## src/rtl/rotary_quadrature_decoder.sv

```systemverilog
// rotary_quadrature_decoder: cleans bouncy rotary-encoder contacts into a detent event level.
//   clk                 in   system clock, all logic on posedge
//   reset               in   synchronous active-high reset, clears all state
//   rota, rotb          in   raw asynchronous encoder contacts A and B
//   rotation_event      out  filtered detent level, rises once per detent
//   rotation_direction  out  1 = clockwise (A leads B), valid while rotation_event is high
//   step_pulse          out  one-cycle pulse on each rotation_event rising edge
//   position_count      out  wrapping detent count, +1 clockwise, -1 anticlockwise
module rotary_quadrature_decoder #(
   parameter int DEBOUNCE_CYCLES = 5000,
   parameter int CNT_W           = 8
) (
   input  logic             clk,
   input  logic             reset,
   input  logic             rota,
   input  logic             rotb,
   output logic             rotation_event,
   output logic             rotation_direction,
   output logic             step_pulse,
   output logic [CNT_W-1:0] position_count
);
   localparam int DW = $clog2(DEBOUNCE_CYCLES + 1);
   localparam logic [DW-1:0] TERM = DW'(DEBOUNCE_CYCLES - 1);
   logic [1:0] s1, s2, db;
   logic       q1, q2, rise;
   always_ff @(posedge clk)
      if (reset) begin
         s1 <= '0;
         s2 <= '0;
      end else begin
         s1 <= {rotb, rota};
         s2 <= s1;
      end
   // bit 0 carries contact A, bit 1 contact B; each debounces on its own
   for (genvar i = 0; i < 2; i++) begin : g_db
      logic [DW-1:0] cnt;
      logic          d;
      always_ff @(posedge clk)
         if (reset) begin
            cnt <= '0;
            d   <= 1'b0;
         end else if (s2[i] == d) cnt <= '0;
         else if (cnt == TERM) begin
            d   <= s2[i];
            cnt <= '0;
         end else cnt <= cnt + 1'b1;
      assign db[i] = d;
   end
   // q1 tracks the both-high/both-low detent phase, q2 which contact got there first
   assign rise = q1 & ~rotation_event;
   always_ff @(posedge clk)
      if (reset) begin
         q1                 <= 1'b0;
         q2                 <= 1'b0;
         rotation_event     <= 1'b0;
         rotation_direction <= 1'b0;
         step_pulse         <= 1'b0;
         position_count     <= '0;
      end else begin
         q1             <= (db == 2'b11) ? 1'b1 : (db == 2'b00) ? 1'b0 : q1;
         q2             <= (db == 2'b01) ? 1'b1 : (db == 2'b10) ? 1'b0 : q2;
         rotation_event <= q1;
         step_pulse     <= rise;
         if (rise) begin
            rotation_direction <= q2;
            position_count     <= q2 ? position_count + 1'b1 : position_count - 1'b1;
         end
      end
endmodule

```

## config.mk

```make
export PLATFORM = sky130hd
export DESIGN_NAME = rotary_quadrature_decoder
export DESIGN_NICKNAME = d
export VERILOG_FILES = /design/src/rtl/rotary_quadrature_decoder.sv
export SDC_FILE = /design/constraint.sdc
export NUM_CORES = 1
export LEC_CHECK = 0
export CAP_MARGIN = 20
export CORE_MARGIN = 3
export CORE_UTILIZATION = 45
export CTS_CLUSTER_DIAMETER = 50
export DETAILED_ROUTE_END_ITERATION = 6
export PLACE_DENSITY = 0.61
export SYNTH_ARGS = -nofsm -noshare
export SYNTH_HDL_FRONTEND = slang
export SYNTH_SLANG_ARGS = --single-unit
```

## constraint.sdc

```tcl
create_clock -name clk -period 5.6 [get_ports clk]
set_input_delay 1.12 -clock clk [delete_from_list [all_inputs] [get_ports clk]]
set_output_delay 1.12 -clock clk [all_outputs]
set_load 0.01 [all_outputs]
```

==> impl_metrics.yaml <==
status:
  outcome: "finished, final reports clean"
logic_synthesis:
  ys_types: 33
  synth_compound_area_share_pct: 4.33
  yosys_warnings: 0
  avgSynthCellArea_sq_um: 9.08
  syn_inst: 223
  syn_area_sq_um: 2020
  ys_seq_area_share_pct: 44.5
  yosys.area_share.simple_pct: 25.6
  syn_nets: 238
  synthXorXnorAreaFrac_pct: 12.5
  muxShareOfSynthArea_pct: 3.52
  ys_ff_latch: 45
  synthAdderAreaFrac_pct: 7.17
  synth_top_family_by_area: "simple AND/OR/NAND/NOR gates"
power_and_ir_drop:
  p_switching_uw: 114
  comb_power_share_pct: 1.4
  p_int_uw: 502
  p_leak_uw: 0.000887
  ir_drop_v: 0.000195
  seq_power_share_pct: 52.3
  power_density_nw_per_um2: 265
  p_sw_share_pct: 18.5
  clkPwrFrac_pct: 46.4
worst_setup_path:
  crit_path_end_kind: "register"
  r2r-start: "q2$_SDFFE_PP0P_"
  path_max_fanout: 24
  crit_type: "in2reg"
  rr_endpoint: "position_count[7]$_SDFFE_PP0P_"
  critPathArrivalTime_ns: 2.75
  reg2reg_depth: 7
  reg2reg_slack_ns: 3.47
  required_ns: 5.77
  start_kind: "input port"
die:
  die_x_um: 73.1
  num_io_pins: 15
  die_area_sq_um: 5340
  core-area_sq_um: 4170
  start_util_pct: 48.5
  rows: 23
  die_y_um: 73.1
sta:
  fmax_mhz: 388
  setup_tns_ns: 0
  slew_violations: 0
  setup_viol: 0
  fin_crit_sh_pct: 46.0
  hold_viol: 0
  timing.final.crit_period_ns: 2.58
  layout_setup_ws_ns: 3.02
  tightest_slew_ns: 0.851
  rsz0062_at_grt: "false"
  fin_worst_skew_ns: 0.00469
  worst_hold_slack_ns: 0.442
  max_slew_margin_pct: 43.1
global_route:
  overflow: 0
  grt_pass1_wl_um: 6300
  antenna_found_initial: 0
  grt_max_degree: 25
  grt_pass1_vias: 1480
  grt_use_total_pct: 15.0
clocking:
  cts_setup_buffers: 0
  cts_resized: 0
  cts_sinks: 45
  clockBufferDepth: 2
  insertion_delay_ns: 0.29
  cts-root-buf: "clkbuf_8"
  cts_tree: "yes"
  clk_pin_slew_ns: 0.08
  htree_levels: 2
  cts_buffers: 5
  cts_hold_buf: 0
min_path:
  holdPathStages: 1
  min-delay-start: "s1[0]$_SDFF_PP0_"
  whs_endpoint: "s2[0]$_SDFF_PP0_"
  hold_class: "reg2reg"
placement:
  gp_congestion: 0.767
  portBuffers: 14
  dp_worst_setup_slack_ns: 2.71
  dpl.hpwl_um: 2360
layout:
  diodes: 0
  nNetsFinal: 253
  layout_commonest_cell: "dfxtp_1"
  synthToLayoutAreaGrowth_pct: 15.1
  utilization_pct: 55.8
  mostFrequentLayoutCells: "dfxtp_1, nor2_1, nand2_1"
  drive_gt1_share_pct: 4.60
routing:
  num_vias: 1497
  drc_errors: 0
  post_drt_via_cell_ratio: 5.18
  routedWlPerCell_um: 12.0
  firstDrtPassIters: 4
  finalWirelength_um: 3470
  ant_nets: 0
  drtIter0Drc: 88
job:
  drv_cap: 0
per-layer routing:
metal  wire (um)  global-route usage (%)  part of all wire (%)  vias to the layer above
li1            -                       -                     -                      774
met1        1670                    17.9                    48                      696
met2        1630                    25.0                    47                       20
met3         108                    4.41                   3.1                        7
met4          57                    6.15                   1.6                        0
met5           0                       0                     0                        -
final cells by class:
class	instances	area, sq um
inverter	4	15.0
sequential	45	901
clock inverter	3	65.1
tap	50	62.6
clock buffer	5	68.8
timing repair buffer	14	140
fill	384	1840
multi-input combinational	168	1080
logic make-up (layout without fill, tap and decap cells):
kind of cell	count (synthesis)	count (layout)
AND/OR/NAND/NOR	106	106
AO/OA/AOI/OAI	15	15
buffers and inverters	10	26
XOR/XNOR	29	29
adder cells (fa/ha/maj)	11	11
flip-flops	45	45
multiplexers	7	7
how the worst max path moves through the flow:
| stage | end | startpoint | slack, ns | depth (start not counted) |
|---|---|---|---|---|
| floorplan | position_count[7]$_SDFFE_PP0P_ | q2$_SDFFE_PP0P_ | 3.71 | 7 |
| global placement | g_db[1].cnt[8]$_SDFF_PP0_ | reset | 2.74 | 4 |
| detailed placement | g_db[1].cnt[5]$_SDFF_PP0_ | reset | 2.71 | 4 |
| CTS | g_db[1].cnt[5]$_SDFF_PP0_ | reset | 3.00 | 4 |
| global route | g_db[1].cnt[11]$_SDFF_PP0_ | reset | 2.84 | 4 |
| finish | g_db[1].cnt[5]$_SDFF_PP0_ | reset | 3.02 | 4 |
cells in the mapped netlist, drive strengths merged:
cell type	count	area, sq um
nor4b	3	26.3
fa	1	20.0
ha	10	125
a211oi	1	7.51
buf	2	16.3
nor3	3	20.0
nor2b	7	43.8
and4	1	8.76
and2	2	12.5
inv	4	15.0
mux2i	6	60.1
nand4b	1	8.76
o21ai	1	5.00
a21oi	8	40.0
and3b	1	8.76
nor2	38	143
nand2	24	90.1
mux2	1	11.3
xor2	17	149
nand3	11	55.1
nand2b	1	6.26
nor4	1	6.26
nand4	5	31.3
dfxtp	45	901
clkbuf	4	15.0
a31oi	2	12.5
and3	6	37.5
a21o	3	22.5
or3	1	11.3
xnor2	12	105
or4b	1	10.0
flip-flops by register name, indices dropped and copies added (netlist names):
signal / count
g_db.cnt: 26
g_db.d: 2
position_count: 8
q1: 1
q2: 1
rotation_direction: 1
rotation_event: 1
s1: 2
s2: 2
step_pulse: 1
power groups by stage:
| stage | logic [uW] | registers (uW) | clock network [uW] |
|---|---|---|---|
| final | 8.42 | 322 | 286 |
| after floorplan | 5.62 | 330 | 0 |
| after global routing | 9.51 | 323 | 308 |
| after detailed placement | 8.52 | 330 | 0 |
| after CTS | 8.55 | 322 | 296 |
| after global placement | 8.51 | 330 | 0 |
worst max-delay path, stage by stage:
cell and delay (ns):
clkdlybuf4s50_1 1.03, nor2_1 0.15, nand2_1 0.35, nor2_1 0.10
stage by stage:
stage / total power, uW / std cells / area, sq um
2_1_floorplan: 335 / 223 / 2020
3_3_place_gp: 338 / 281 / 2200
3_5_place_dp: 338 / 281 / 2200
4_1_cts: 627 / 289 / 2330
5_1_grt: 640 / 289 / 2330
6_report: 616 / 289 / 2330
Note: power is estimated with default switching activity, not from simulation.
